$ cat src/rtl/sync_data_fifo_if.sv
// Push/pop bundle for sync_data_fifo.
// Ports: push side (iPushData, iPushEnable, oFull, oAlmostFull),
//        pop side (iPopEnable, oPopData, oEmpty), oDataCount,
//        plus oOverflow/oUnderflow when SYNC_DATA_FIFO_ERRFLAG_EN is defined.
//        slave = the FIFO, master = producer/consumer driving it.
interface sync_data_fifo_if #(
  parameter int DataWidth    = 32,
  parameter int AddressWidth = 4
);
  logic [DataWidth-1:0]  iPushData;
  logic                  iPushEnable;
  logic                  oFull;
  logic                  oAlmostFull;
  logic                  iPopEnable;
  logic [DataWidth-1:0]  oPopData;
  logic                  oEmpty;
  logic [AddressWidth:0] oDataCount;
`ifdef SYNC_DATA_FIFO_ERRFLAG_EN
  logic                  oOverflow;
  logic                  oUnderflow;

  modport slave (
    input  iPushData, iPushEnable, iPopEnable,
    output oFull, oAlmostFull, oPopData,
    output oEmpty, oDataCount,
    output oOverflow, oUnderflow
  );

  modport master (
    output iPushData, iPushEnable, iPopEnable,
    input  oFull, oAlmostFull, oPopData,
    input  oEmpty, oDataCount,
    input  oOverflow, oUnderflow
  );
`else
  modport slave (
    input  iPushData, iPushEnable, iPopEnable,
    output oFull, oAlmostFull, oPopData,
    output oEmpty, oDataCount
  );

  modport master (
    output iPushData, iPushEnable, iPopEnable,
    input  oFull, oAlmostFull, oPopData,
    input  oEmpty, oDataCount
  );
`endif
endinterface

$ cat src/rtl/sync_data_fifo.sv
// Single-clock FIFO with registered one-cycle read latency.
// Ports: iClock, iReset (sync, active-high), bus (sync_data_fifo_if.slave).
// Full/empty/almost-full decode from an occupancy counter only.
// Optional sticky oOverflow/oUnderflow: define SYNC_DATA_FIFO_ERRFLAG_EN.
module sync_data_fifo #(
  parameter int DataWidth     = 32,
  parameter int AddressWidth  = 4,
  parameter int AlmostFullGap = 2
) (
  input  logic           iClock,
  input  logic           iReset,
  sync_data_fifo_if.slave bus
);

  localparam int Depth = 1 << AddressWidth;

  localparam logic [AddressWidth:0] DepthCount =
    (AddressWidth + 1)'(Depth);

  localparam logic [AddressWidth:0] GapCount =
    (AddressWidth + 1)'(AlmostFullGap);

  logic [DataWidth-1:0]    mem [Depth];
  logic [AddressWidth-1:0] wPtr;
  logic [AddressWidth-1:0] rPtr;
  logic [AddressWidth:0]   count;
  logic [AddressWidth:0]   countNext;
  logic [AddressWidth:0]   freeCount;
  logic [DataWidth-1:0]    popData;

  logic full;
  logic empty;
  logic almostFull;
  logic pushOk;
  logic popOk;

  assign full       = (count == DepthCount);
  assign empty      = (count == '0);
  assign freeCount  = DepthCount - count;
  assign almostFull = (freeCount <= GapCount);

  assign pushOk = bus.iPushEnable && !full;
  assign popOk  = bus.iPopEnable && !empty;

  always_comb begin
    countNext = count;
    unique case (1'b1)
      (pushOk && !popOk): countNext = count + 1'b1;
      (popOk && !pushOk): countNext = count - 1'b1;
      default:            countNext = count;
    endcase
  end

  // Storage is intentionally left out of reset.
  always_ff @(posedge iClock) begin
    if (pushOk) begin
      mem[wPtr] <= bus.iPushData;
    end
  end

  always_ff @(posedge iClock) begin
    if (iReset) begin
      wPtr    <= '0;
      rPtr    <= '0;
      count   <= '0;
      popData <= '0;
    end else begin
      count <= countNext;
      if (pushOk) begin
        wPtr <= wPtr + 1'b1;
      end
      if (popOk) begin
        rPtr    <= rPtr + 1'b1;
        popData <= mem[rPtr];
      end
    end
  end

  assign bus.oFull       = full;
  assign bus.oEmpty      = empty;
  assign bus.oAlmostFull = almostFull;
  assign bus.oDataCount  = count;
  assign bus.oPopData    = popData;

`ifdef SYNC_DATA_FIFO_ERRFLAG_EN
  logic overflow;
  logic underflow;

  always_ff @(posedge iClock) begin
    if (iReset) begin
      overflow  <= 1'b0;
      underflow <= 1'b0;
    end else begin
      if (bus.iPushEnable && full) begin
        overflow <= 1'b1;
      end
      if (bus.iPopEnable && empty) begin
        underflow <= 1'b1;
      end
    end
  end

  assign bus.oOverflow  = overflow;
  assign bus.oUnderflow = underflow;
`endif

endmodule

$ cat src/flat_wrapper.sv
// flat-port wrapper written by rule: the top's interface ports become plain ports
module sync_data_fifo_flat 
#(
  parameter int DataWidth     = 32,
  parameter int AddressWidth  = 4,
  parameter int AlmostFullGap = 2
)
  (iClock, iReset, bus_iPushData, bus_iPushEnable, bus_iPopEnable, bus_oFull, bus_oAlmostFull, bus_oPopData, bus_oEmpty, bus_oDataCount);
  sync_data_fifo_if #(.DataWidth(DataWidth), .AddressWidth(AddressWidth)) bus_i ();
  input  logic iClock;
  input  logic iReset;
  input wire logic [$bits(bus_i.iPushData)-1:0] bus_iPushData;
  input wire logic [$bits(bus_i.iPushEnable)-1:0] bus_iPushEnable;
  input wire logic [$bits(bus_i.iPopEnable)-1:0] bus_iPopEnable;
  output wire logic [$bits(bus_i.oFull)-1:0] bus_oFull;
  output wire logic [$bits(bus_i.oAlmostFull)-1:0] bus_oAlmostFull;
  output wire logic [$bits(bus_i.oPopData)-1:0] bus_oPopData;
  output wire logic [$bits(bus_i.oEmpty)-1:0] bus_oEmpty;
  output wire logic [$bits(bus_i.oDataCount)-1:0] bus_oDataCount;
  assign bus_i.iPushData = bus_iPushData;
  assign bus_i.iPushEnable = bus_iPushEnable;
  assign bus_i.iPopEnable = bus_iPopEnable;
  assign bus_oFull = bus_i.oFull;
  assign bus_oAlmostFull = bus_i.oAlmostFull;
  assign bus_oPopData = bus_i.oPopData;
  assign bus_oEmpty = bus_i.oEmpty;
  assign bus_oDataCount = bus_i.oDataCount;
  sync_data_fifo #(.DataWidth(DataWidth), .AddressWidth(AddressWidth), .AlmostFullGap(AlmostFullGap)) u_core (.iClock(iClock), .iReset(iReset), .bus(bus_i));
endmodule
$ cat config.mk
export PLATFORM = sky130hd
export DESIGN_NAME = sync_data_fifo_flat
export DESIGN_NICKNAME = d
export VERILOG_FILES = /design/src/rtl/sync_data_fifo_if.sv /design/src/rtl/sync_data_fifo.sv /design/src/flat_wrapper.sv
export SDC_FILE = /design/constraint.sdc
export NUM_CORES = 1
export LEC_CHECK = 0
export ABC_AREA = 1
export CAP_MARGIN = 25
export CORE_ASPECT_RATIO = 1.75
export CORE_UTILIZATION = 30
export CTS_CLUSTER_DIAMETER = 60
export CTS_CLUSTER_SIZE = 40
export DETAILED_ROUTE_END_ITERATION = 8
export GPL_ROUTABILITY_DRIVEN = 0
export GPL_TIMING_DRIVEN = 0
export PLACE_DENSITY_LB_ADDON = 0.2
export SLEW_MARGIN = 10
export SYNTH_ARGS = -nofsm -noshare
export SYNTH_HDL_FRONTEND = slang
export SYNTH_SLANG_ARGS = --single-unit
$ cat constraint.sdc
create_clock -name iClock -period 4.4 [get_ports iClock]
set_input_delay 0.44 -clock iClock [delete_from_list [all_inputs] [get_ports iClock]]
set_output_delay 0.44 -clock iClock [all_outputs]
set_load 0.1 [all_outputs]
==> results of run 1 <==
[stage by stage]
| stage | total power, mW | TNS (ns) |
|---|---|---|
| floorplan | 10.1 | -93.07 |
| finish | 15.3 | 0 |
| CTS | 15.4 | 0 |
| global placement | 12.0 | -284.39 |
| global route | 16.0 | 0 |
| detailed placement | 12.1 | 0 |
[state kept, by name (all words and copies together) (netlist names)]
name,count
u_core.bus.oDataCount,5
u_core.bus.oPopData,32
u_core.rPtr,4
u_core.wPtr,4
u_core.mem,512
[how the worst max path moves through the flow]
stage,from,endpoint,slack (ns),cells after the start
finish,u_core.bus.oDataCount[0]$_SDFFE_PP0P_,u_core.bus.oDataCount[4]$_SDFFE_PP0P_,0.47,19
global route,u_core.bus.oDataCount[0]$_SDFFE_PP0P_,u_core.bus.oDataCount[4]$_SDFFE_PP0P_,0.16,19
CTS,u_core.bus.oDataCount[0]$_SDFFE_PP0P_,u_core.bus.oDataCount[4]$_SDFFE_PP0P_,0.36,19
floorplan,u_core.bus.oDataCount[0]$_SDFFE_PP0P_,u_core.mem[11][0]$_DFFE_PP_,-0.22,8
global placement,u_core.bus.oDataCount[0]$_SDFFE_PP0P_,u_core.mem[6][17]$_DFFE_PP_,-0.78,8
detailed placement,u_core.bus.oDataCount[0]$_SDFFE_PP0P_,u_core.bus.oDataCount[4]$_SDFFE_PP0P_,0.39,19
[cell usage in the layout, fill, tap and decap left out, types with 2 or more instances in the layout]
cell	instances
sky130_fd_sc_hd__dfxtp_1	45
sky130_fd_sc_hd__xor2_1	3
sky130_fd_sc_hd__clkbuf_1	20
sky130_fd_sc_hd__a21oi_1	6
sky130_fd_sc_hd__edfxtp_1	512
sky130_fd_sc_hd__buf_2	61
sky130_fd_sc_hd__nor2_1	79
sky130_fd_sc_hd__buf_12	12
sky130_fd_sc_hd__clkinv_4	2
sky130_fd_sc_hd__inv_6	2
sky130_fd_sc_hd__nor2_4	16
sky130_fd_sc_hd__a31oi_1	2
sky130_fd_sc_hd__a211oi_1	3
sky130_fd_sc_hd__nor4_1	2
sky130_fd_sc_hd__inv_1	57
sky130_fd_sc_hd__buf_4	3
sky130_fd_sc_hd__o21ai_0	3
sky130_fd_sc_hd__nand3_1	423
sky130_fd_sc_hd__nand2_1	705
sky130_fd_sc_hd__clkinv_8	7
sky130_fd_sc_hd__inv_12	2
sky130_fd_sc_hd__clkdlybuf4s50_1	74
sky130_fd_sc_hd__nor3_1	2
sky130_fd_sc_hd__buf_6	25
sky130_fd_sc_hd__buf_1	7
sky130_fd_sc_hd__ha_1	13
sky130_fd_sc_hd__inv_8	7
sky130_fd_sc_hd__clkbuf_16	29
sky130_fd_sc_hd__buf_16	7
[power by group]
part | internal [mW] | switching, mW
sequential | 6.04 | 0.125
combinational | 1.52 | 4.22
clock | 1.41 | 1.94
[worst min-delay path, stage by stage]
cell and delay (ns):
sky130_fd_sc_hd__clkbuf_1 0.35, sky130_fd_sc_hd__nor2_1 0.21, sky130_fd_sc_hd__nand2_1 0.05, sky130_fd_sc_hd__inv_1 0.04
[cells by family (layout without fill, tap and decap cells)]
| group | after synthesis | after routing | synth area share [%] |
|---|---|---|---|
| fa+ha+maj | 13 | 13 | 0.717 |
| flops | 557 | 557 | 71.8 |
| compound gates | 16 | 16 | 0.419 |
| buf+inv | 177 | 322 | 4.28 |
| simple gates | 1228 | 1228 | 22.7 |
| xor+xnor | 3 | 3 | 0.116 |
[metal layers]
| layer | vias to the layer above | track usage [%] |
|---|---|---|
| met5 | - | 0 |
| met4 | 0 | 6.68 |
| met3 | 98 | 1.47 |
| met2 | 349 | 34.7 |
| met1 | 7429 | 19.3 |
| li1 | 7083 | - |
[final cells by class]
cell class,count,share of cell area [%]
plain buffers,118,2.85
clock buffers,30,2.82
clock inverters,23,1.21
inverters,59,0.855
multi-input cells,1260,21.2
flip-flops and latches,557,62.1
well taps,945,4.51
repair buffers,92,4.40
==> impl_results.rst, run 1 <==
.. list-table::
   :header-rows: 1

   * - Metric
     - Value
   * - Count of routing violations after the opening detailed-route iteration
     - 975
   * - WL met2
     - 38,200 um
   * - Most numerous cell in the Yosys netlist
     - sky130_fd_sc_hd__nand2_1
   * - Synthesis-stage register bit count
     - approximately 560
   * - Register area share after synthesis
     - ~72%
   * - Clock tree buffer depth
     - 3
   * - DRC violations left
     - 0
   * - Remaining Overflow, GRT
     - 0
   * - Worst Skew
     - 0.0284 ns
   * - Number of buffers created by CTS
     - 29
   * - Top cells by count, synth
     - sky130_fd_sc_hd__nand2_1 (705), sky130_fd_sc_hd__edfxtp_1 (512), sky130_fd_sc_hd__nand3_1 (423)
   * - Leading post-synthesis cells by cell area
     - sky130_fd_sc_hd__edfxtp_1 (68%), sky130_fd_sc_hd__nand2_1 (12%), sky130_fd_sc_hd__nand3_1 (9.3%)
   * - Pre-CTS setup slack
     - 0.395 ns
   * - Max Cap Violations
     - 0
   * - Cell at the slowest stage of the critical path
     - sky130_fd_sc_hd__nor2_1
   * - Final-report hold violation count
     - 0
   * - Via count of the first global-routing pass
     - 14,700
   * - RSZ-0062 raised after global routing
     - no
   * - Final Hold Slack
     - roughly 0.49 ns
   * - Syn_area_per_cell
     - about 11 um2
   * - Most used flip-flop cell after synthesis
     - sky130_fd_sc_hd__edfxtp_1
   * - Number of synthesis warnings
     - 0
   * - P&R area growth vs syn
     - 15.5%
   * - Storage element area
     - about 16,000 um2
   * - Endpoint required time on the critical path
     - ~5.0 ns
   * - Area fraction of the dominant cell type after synthesis
     - 67.8%
   * - Filler Cell Count
     - about 7,400
   * - Post-DR vias/cell
     - a little under 5
   * - Mapped Cells
     - 1,994
   * - Kind of cell adding the most delay to the critical path
     - simple AND/OR/NAND/NOR gates
   * - Post-route clock period utilization
     - between 80% and 90%
   * - Hpwl dp
     - between 40,000 and 50,000 um
   * - Count of antenna-violating nets left after detailed routing
     - 0
   * - Fraction of layout cells with a size suffix above 1
     - 8.46%
   * - Count of nets after finishing
     - 2,166
   * - Most area-hungry cell type in the Yosys netlist
     - sky130_fd_sc_hd__edfxtp_1
   * - Placed cell count
     - a little over 3,000
   * - Reg-to-reg setup timing slack
     - 0.47 ns
   * - Placement-stage cell area
     - 25,100 um2
   * - Antenna cell count
     - 0
   * - Top routing layer used
     - met4
   * - Level count of the clock H-tree
     - 1
   * - Max stage delay on crit path
     - 0.58 ns
   * - Result of the run
     - finished, final reports clean
   * - Starting density of the core
     - around 30%
   * - Origin of the worst min-delay path
     - iReset
   * - Worst hold path type
     - primary input to flip-flop
   * - Cell depth of the worst hold path
     - 4
   * - Total of endpoints with negative setup slack in the final report
     - 0
   * - Chip Height
     - between 300 and 400 um
   * - CP arrival
     - 4.49 ns
   * - Number of hold-repair buffers added at the cts stage
     - 0
   * - Cell area after synthesis
     - 22,700 um2
   * - Number of clock sinks seen by CTS
     - ~560
   * - Distinct cell type count of the synthesized netlist
     - 25
   * - Highest clock rate
     - approximately 0.25 GHz
   * - Max-slew violation count
     - 0
   * - Reg2Reg Capture Point
     - u_core.bus.oDataCount[4]$_SDFFE_PP0P_
   * - DRT met1 WL
     - 25,400 um
   * - Number of antenna violations at the first check in global routing
     - 0
   * - Area of the core
     - 74,900 um2
   * - Clock transition at the registers of the reported paths
     - 0.10 ns
   * - Overall via count from detail_route
     - ~15,000
   * - Floorplan die area
     - 76,700 um2
   * - Wire length of the first global-routing pass
     - 98,700 um
   * - Launch instance of the worst register-to-register path
     - u_core.bus.oDataCount[0]$_SDFFE_PP0P_
   * - Hold Path End
     - u_core.bus.oDataCount[3]$_SDFFE_PP0P_
   * - Tightest slew margin relative to the limit
     - 34.5%
   * - Count of instances resized after the clock tree is built
     - 0
   * - CP dominant cell by count
     - sky130_fd_sc_hd__nand2_1
   * - Slew at the pin closest to its max-slew limit
     - 0.980 ns
   * - Cell chain of the critical path
     - inv_1 > ha_1 > nand2_1 > nor2_1 > ha_1 > nor2_1 > buf_2 > buf_2 > ha_1 > xor2_1 > ha_1 > inv_1 > nand2_1 > nand3_1 > nand2_1 > nand2_1 > nand2_1 > nand2_1 > a21oi_1
   * - WP buf/inv
     - 4
   * - Minimum clock period after layout
     - 3.93 ns
   * - Clock Latency Late Sink
     - 0.63 ns
   * - Final WS setup
     - 0.467 ns
   * - Number of synthesized flops with an enable pin
     - 512
   * - Total area of multi-input combinational cells
     - 5560 um2
   * - Worst Path Class, Setup
     - flip-flop to flip-flop
   * - Worst Reg-to-Reg Cells
     - 19
   * - Pwr/cell area
     - approximately 580 nW/um2
   * - CTS root buffer
     - sky130_fd_sc_hd__clkbuf_16
   * - Fraction of registers with async set or reset after synthesis
     - 0%
   * - Startpoint types
     - flip-flop
   * - Synthesized Nets
     - 2,043
   * - WL per Instance
     - 22.2 um
   * - Maximum number of pins on one net before global-route repair
     - 32
   * - Maximum VDD drop
     - 291 uV
   * - Wire length after detailed routing
     - 68,400 um
   * - Number of detailed-routing iterations run before antenna repair
     - 5
   * - Element type at the critical path end
     - flip-flop
   * - Cell area after layout
     - roughly 26,000 um2
   * - Final Util
     - 35.0%
   * - Leakage
     - 9.57 nW
   * - TritonCTS clock tree
     - done
   * - Post-CTS repair timing setup buffer count
     - 0
   * - Die Wd
     - 210 um
   * - Number of standard-cell rows in the floorplan
     - approximately 130
   * - Final cell count without fillers
     - 3,084
   * - Total of buffers placed on input and output ports
     - 74
   * - Detail Route met3 WL
     - 2310 um
   * - Worst-path maximum fanout
     - 11
   * - Overall track demand over capacity in global routing
     - 17.7%
   * - I/O pins
     - 76
Power figures use the tool's default switching activity.
==> run 2: changes to the inputs <==
Settings changed: CORE_UTILIZATION 30 to 61, PLACE_DENSITY from default to 0.79, PLACE_DENSITY_LB_ADDON 0.2 to default.
==> impl_results.rst, run 2 (synthesis gave the netlist of run 1 again) <==
.. list-table::
   :header-rows: 1

   * - Metric
     - Value
   * - Result of the run
     - finished, final reports clean
   * - Hpwl dp
     - 39,800 um
   * - Number of antenna violations at the first check in global routing
     - 0
   * - Remaining Overflow, GRT
     - 0
   * - Final-report hold violation count
     - 0
   * - Leakage
     - 9.39 nW
   * - DRC violations left
     - 0
   * - Total of buffers placed on input and output ports
     - between 70 and 80
   * - Number of buffers created by CTS
     - 20
   * - Final WS setup
     - slightly above 0.5 ns
   * - Worst hold path type
     - primary input to flip-flop
   * - Met1 usage in global routing
     - roughly a third
   * - Startpoint types
     - flip-flop
   * - Design Power
     - 14.4 mW
   * - P&R area growth vs syn
     - 11.3%
   * - WL per Instance
     - about 23 um
   * - Max-slew violation count
     - 0
   * - Number of hold-repair buffers added at the cts stage
     - 0
   * - Placed cell count
     - between 2,000 and 3,000
   * - Maximum number of pins on one net before global-route repair
     - between 40 and 50
   * - Count of nets after finishing
     - 2,155
   * - Starting density of the core
     - 61.7%
   * - Count of routing violations after the opening detailed-route iteration
     - approximately 1,600
   * - CTS root buffer
     - sky130_fd_sc_hd__clkbuf_16
   * - Filler Cell Count
     - 2,581
   * - Element type at the critical path end
     - flip-flop
   * - Level count of the clock H-tree
     - 1
   * - I/O pins
     - 76
   * - Clock transition at the registers of the reported paths
     - 0.13 ns
   * - Tightest slew margin relative to the limit
     - 33.1%
   * - Post-DR vias/cell
     - approximately 6.1
   * - Number of flip-flops under the largest register name
     - 512
   * - Routing usage on met3
     - between 3 and 4%
   * - Number of detailed-routing iterations run before antenna repair
     - 6
   * - Start point of the critical path
     - u_core.bus.oDataCount[0]$_SDFFE_PP0P_
   * - Count of instances resized after the clock tree is built
     - 0
   * - Count of antenna-violating nets left after detailed routing
     - 0
   * - Chip Height
     - 257 um
   * - Minimum clock period after layout
     - 3.89 ns
   * - Total of endpoints with negative setup slack in the final report
     - 0
   * - CP arrival
     - 4.41 ns
   * - Number of clock sinks seen by CTS
     - 557
   * - Fraction of layout cells with a size suffix above 1
     - 7.41%
   * - Post-CTS repair timing setup buffer count
     - 0
   * - Launch instance of the worst register-to-register path
     - u_core.bus.oDataCount[0]$_SDFFE_PP0P_
   * - TritonCTS clock tree
     - done
   * - Antenna cell count
     - 0
   * - Clock tree buffer depth
     - 3
   * - Pwr/cell area
     - 569 nW/um2
   * - Highest clock rate
     - between 0.2 and 0.3 GHz
   * - Reg-to-reg setup timing slack
     - 0.51 ns
   * - Slew at the pin closest to its max-slew limit
     - 1.00 ns
   * - Area of the core
     - between 30,000 and 40,000 um2
   * - Number of standard-cell rows in the floorplan
     - 93
   * - Worst-path maximum fanout
     - 11
   * - Most crowded layer after global routing
     - met2
   * - Wire length after detailed routing
     - 58,500 um
   * - Via count of the first global-routing pass
     - between 15,000 and 20,000
   * - Clock Latency Late Sink
     - around 0.58 ns
   * - Die Wd
     - 148 um
   * - Critical path capture point
     - u_core.bus.oDataCount[4]$_SDFFE_PP0P_
   * - Max Cap Violations
     - 0
   * - Floorplan die area
     - 38,000 um2
   * - Worst Path Class, Setup
     - flip-flop to flip-flop
   * - Largest register by flop count
     - u_core.mem
   * - Pre-CTS setup slack
     - 0.551 ns
   * - Post-route clock period utilization
     - 88.3%
   * - Worst Skew
     - 0.0221 ns
   * - Reg2Reg Capture Point
     - u_core.bus.oDataCount[4]$_SDFFE_PP0P_
   * - Worst Reg-to-Reg Cells
     - 19
   * - RSZ-0062 raised after global routing
     - no
   * - Final Hold Slack
     - 0.487 ns
   * - Leading cell type in the layout, fill and taps excluded
     - sky130_fd_sc_hd__nand2_1
   * - Endpoint required time on the critical path
     - 4.92 ns
   * - Maximum VDD drop
     - between 400 and 500 uV
   * - Cell depth of the worst hold path
     - 4
   * - Met2 Usage GRT
     - 55.8%
   * - Final cell count without fillers
     - 2,595
   * - Overall track demand over capacity in global routing
     - a little under a third
   * - Highest-count cells in the layout ignoring fill and taps
     - sky130_fd_sc_hd__nand2_1 (705), sky130_fd_sc_hd__edfxtp_1 (512), sky130_fd_sc_hd__nand3_1 (423)
   * - Wire length of the first global-routing pass
     - 86,700 um
   * - Overall via count from detail_route
     - 15,800
[run 2: changes by cell type in the layout (fill, tap and decap cells not counted), moves of 2 or more]
cell / change
sky130_fd_sc_hd__clkinv_4: -2
sky130_fd_sc_hd__clkinv_8: -4
sky130_fd_sc_hd__clkbuf_16: -8
sky130_fd_sc_hd__buf_16: +4
sky130_fd_sc_hd__inv_8: -4
sky130_fd_sc_hd__clkbuf_1: +5
sky130_fd_sc_hd__buf_12: -6
sky130_fd_sc_hd__inv_6: -2
[run 2: layout make-up]
| class | count | area (um2) | share of cell area (%) |
|---|---|---|---|
| flip-flops and latches | 557 | 16300 | 64.5 |
| repair buffers | 90 | 1140 | 4.53 |
| plain buffers | 118 | 746 | 2.96 |
| inverters | 59 | 224 | 0.888 |
| clock buffers | 26 | 544 | 2.16 |
| well taps | 475 | 594 | 2.36 |
| clock inverters | 10 | 146 | 0.580 |
| multi-input cells | 1260 | 5560 | 22.0 |
[run 2: worst min path at each step]
stage,from,end
after floorplan,u_core.wPtr[2]$_SDFFE_PP0P_,u_core.wPtr[2]$_SDFFE_PP0P_
final,iReset,u_core.bus.oPopData[0]$_SDFFE_PP0P_
after global routing,iReset,u_core.bus.oPopData[0]$_SDFFE_PP0P_
after CTS,iReset,u_core.bus.oPopData[0]$_SDFFE_PP0P_
after detailed placement,u_core.bus.oDataCount[0]$_SDFFE_PP0P_,u_core.bus.oDataCount[0]$_SDFFE_PP0P_
after global placement,u_core.wPtr[2]$_SDFFE_PP0P_,u_core.wPtr[2]$_SDFFE_PP0P_
[run 2: power by group]
| group | switching (mW) | internal, mW | total (mW) | leakage, nW |
|---|---|---|---|---|
| clock network | 1.63 | 0.967 | 2.59 | 0.331 |
| logic | 4.09 | 1.52 | 5.60 | 4.06 |
| registers | 0.127 | 6.04 | 6.17 | 5.00 |
[run 2: per-stage QoR]
| step | utilization, % | setup TNS, ns | area (um2) |
|---|---|---|---|
| after floorplan | - | -93.07 | 22700 |
| after global placement | 65.3 | -101.54 | 24000 |
| after detailed placement | 66.7 | 0 | 24500 |
| after CTS | 68.6 | 0 | 25200 |
| after global routing | 68.6 | 0 | 25200 |
| final | 68.6 | 0 | 25200 |
[run 2: worst max-delay path, cell delays in order (launching register included)]
cell and delay, ns:
sky130_fd_sc_hd__dfxtp_1 0.43, sky130_fd_sc_hd__inv_1 0.13, sky130_fd_sc_hd__ha_1 0.23, sky130_fd_sc_hd__nand2_1 0.08
sky130_fd_sc_hd__nor2_1 0.10, sky130_fd_sc_hd__ha_1 0.23, sky130_fd_sc_hd__nor2_1 0.55, sky130_fd_sc_hd__buf_2 0.40
sky130_fd_sc_hd__buf_2 0.36, sky130_fd_sc_hd__ha_1 0.34, sky130_fd_sc_hd__xor2_1 0.22, sky130_fd_sc_hd__ha_1 0.17
sky130_fd_sc_hd__inv_1 0.04, sky130_fd_sc_hd__nand2_1 0.09, sky130_fd_sc_hd__nand3_1 0.11, sky130_fd_sc_hd__nand2_1 0.07
sky130_fd_sc_hd__nand2_1 0.04, sky130_fd_sc_hd__nand2_1 0.05, sky130_fd_sc_hd__nand2_1 0.04, sky130_fd_sc_hd__a21oi_1 0.11
[run 2: routing by layer]
layer	wire length, um	share of wire, %
met2	30700	53
met3	4610	7.9
met1	19300	33
met4	3860	6.6
met5	0	0
==> run 3: changes to the inputs <==
Settings changed: CTS_BUF_LIST from default to sky130_fd_sc_hd__clkbuf_4 sky130_fd_sc_hd__clkbuf_8 sky130_fd_sc_hd__clkbuf_16, CTS_CLUSTER_DIAMETER 60 to default.
==> impl_results.rst, run 3 (synthesis gave the netlist of run 1 again) <==
.. list-table::
   :header-rows: 1

   * - Metric
     - Value
   * - Result of the run
     - finished, final reports clean
   * - Overall via count from detail_route
     - 16,100
   * - Aggregate negative setup slack
     - 0 ns
   * - Count of instances resized after the clock tree is built
     - 0
   * - Post-DR vias/cell
     - 6.07
   * - Starting density of the core
     - between 60% and 70%
   * - Launch instance of the worst register-to-register path
     - u_core.bus.oDataCount[0]$_SDFFE_PP0P_
   * - Max stage delay on crit path
     - between 0.5 and 0.6 ns
   * - RSZ-0062 raised after global routing
     - no
   * - Kind of cell adding the most delay to the critical path
     - simple AND/OR/NAND/NOR gates
   * - Final Hold Slack
     - 0.496 ns
   * - Total of endpoints with negative setup slack in the final report
     - 0
   * - Leading cell type in the layout, fill and taps excluded
     - sky130_fd_sc_hd__nand2_1
   * - Count of routing violations after the opening detailed-route iteration
     - 1,673
   * - Antenna cell count
     - 0
   * - Clock transition at the registers of the reported paths
     - approximately 0.070 ns
   * - Slew at the pin closest to its max-slew limit
     - 1.00 ns
   * - Endpoint required time on the critical path
     - between 4 and 5 ns
   * - Reg2Reg Capture Point
     - u_core.bus.oDataCount[4]$_SDFFE_PP0P_
   * - Worst hold path type
     - primary input to flip-flop
   * - Number of clock sinks seen by CTS
     - about 560
   * - CP dominant cell by count
     - sky130_fd_sc_hd__nand2_1
   * - Cell depth of the worst hold path
     - 4
   * - Hpwl dp
     - about 40,000 um
   * - Worst Path Class, Setup
     - flip-flop to flip-flop
   * - Cell chain of the critical path
     - inv_1 > ha_1 > nand2_1 > nor2_1 > ha_1 > nor2_1 > buf_2 > buf_2 > ha_1 > xor2_1 > ha_1 > inv_1 > nand2_1 > nand3_1 > nand2_1 > nand2_1 > nand2_1 > nand2_1 > a21oi_1
   * - Post-CTS repair timing setup buffer count
     - 0
   * - Critical path capture point
     - u_core.bus.oDataCount[4]$_SDFFE_PP0P_
   * - Remaining Overflow, GRT
     - 0
   * - Highest-count cells in the layout ignoring fill and taps
     - sky130_fd_sc_hd__nand2_1 (705), sky130_fd_sc_hd__edfxtp_1 (512), sky130_fd_sc_hd__nand3_1 (423)
   * - Number of detailed-routing iterations run before antenna repair
     - 6
   * - Wire length after detailed routing
     - 60,600 um
   * - Pwr/cell area
     - 611 nW/um2
   * - Total of buffers placed on input and output ports
     - 74
   * - Die Wd
     - 148 um
   * - Reg-to-reg setup timing slack
     - 0.53 ns
   * - P&R area growth vs syn
     - 14.8%
   * - Via count of the first global-routing pass
     - 15,900
   * - Post-route clock period utilization
     - 88.0%
   * - Largest register by flop count
     - u_core.mem
   * - DRC violations left
     - 0
   * - Depth of the critical timing path with buffers and inverters included
     - 19
   * - Level count of the clock H-tree
     - 2
   * - Worst-path maximum fanout
     - 11
   * - Area of the core
     - between 30,000 and 40,000 um2
   * - Count of antenna-violating nets left after detailed routing
     - 0
   * - Number of buffers created by CTS
     - between 40 and 50
   * - CP arrival
     - 4.37 ns
   * - WL per Instance
     - 22.9 um
   * - Placed cell count
     - 2,559
   * - I/O pins
     - 76
   * - Final-report hold violation count
     - 0
   * - Start point of the critical path
     - u_core.bus.oDataCount[0]$_SDFFE_PP0P_
   * - Chip Height
     - between 200 and 300 um
   * - Count of nets after finishing
     - 2,181
   * - CTS root buffer
     - sky130_fd_sc_hd__clkbuf_16
   * - Maximum number of pins on one net before global-route repair
     - 26
   * - TritonCTS clock tree
     - done
   * - Minimum clock period after layout
     - 3.87 ns
   * - Cell at the slowest stage of the critical path
     - sky130_fd_sc_hd__nor2_1
   * - Tightest slew margin relative to the limit
     - ~33%
   * - Max Cap Violations
     - 0
   * - Number of standard-cell rows in the floorplan
     - 93
   * - Final Util
     - a little over two thirds
   * - Number of antenna violations at the first check in global routing
     - 0
   * - Clock Latency Late Sink
     - 0.59 ns
   * - Element type at the critical path end
     - flip-flop
   * - Max-slew violation count
     - 0
   * - Number of hold-repair buffers added at the cts stage
     - 0
   * - Startpoint types
     - flip-flop
   * - Number of flip-flops under the largest register name
     - between 500 and 600
   * - Wire length of the first global-routing pass
     - about 89,000 um
   * - Maximum VDD drop
     - 465 uV
   * - Floorplan die area
     - 38,000 um2
   * - WP buf/inv
     - 4
   * - Highest clock rate
     - 0.258 GHz
   * - Final cell count without fillers
     - 2,644
   * - Fraction of layout cells with a size suffix above 1
     - 9.13%
   * - Leakage
     - 9.79 nW
   * - Worst Reg-to-Reg Cells
     - 19
   * - Overall track demand over capacity in global routing
     - 32.3%
   * - Clock tree buffer depth
     - 3
   * - Worst Skew
     - 0.0204 ns
[run 3: cell type report]
cell class / count / area [um2]
clock inverters: 32 / 282
well taps: 475 / 594
plain buffers: 118 / 746
fillers: 2470 / 10700
inverters: 59 / 224
flip-flops and latches: 557 / 16300
clock buffers: 53 / 1200
repair buffers: 90 / 1140
multi-input cells: 1260 / 5560
[run 3: through the flow]
| step | setup WS [ns] | cell area [um2] | power [mW] |
|---|---|---|---|
| 6_report | 0.526 | 26000 | 15.9 |
| 5_1_grt | 0.264 | 26000 | 16.5 |
| 4_1_cts | 0.544 | 26000 | 15.8 |
| 3_5_place_dp | 0.551 | 24500 | 11.8 |
| 3_3_place_gp | -0.552 | 24000 | 11.6 |
| 2_1_floorplan | -0.218 | 22700 | 10.1 |
[run 3: worst min-delay path: cells and delay by family]
family	cells	cell delay, ns
and+or+nand+nor	2	0.25
buffers and inverters	2	0.35
[run 3: worst min path at each step]
stage	startpoint	endpoint	slack [ns]
floorplan	u_core.wPtr[2]$_SDFFE_PP0P_	u_core.wPtr[2]$_SDFFE_PP0P_	0.48
global placement	u_core.wPtr[2]$_SDFFE_PP0P_	u_core.wPtr[2]$_SDFFE_PP0P_	0.49
detailed placement	u_core.bus.oDataCount[0]$_SDFFE_PP0P_	u_core.bus.oDataCount[0]$_SDFFE_PP0P_	0.52
CTS	iReset	u_core.bus.oPopData[0]$_SDFFE_PP0P_	0.48
global route	iReset	u_core.bus.oPopData[0]$_SDFFE_PP0P_	0.52
finish	iReset	u_core.bus.oPopData[0]$_SDFFE_PP0P_	0.50
[run 3: layer usage]
layer | vias up | share of wire (%) | global-route usage [%]
li1 | 7122 | - | -
met1 | 7627 | 33 | 34.9
met2 | 1050 | 53 | 57.5
met3 | 254 | 8.3 | 4.89
met4 | 0 | 6.5 | 22.7
met5 | - | 0 | 0
[run 3: report_power, final]
group | switching [mW] | internal [mW] | total [mW]
clock | 1.86 | 2.21 | 4.08
combinational | 4.13 | 1.52 | 5.65
sequential | 0.128 | 6.05 | 6.18
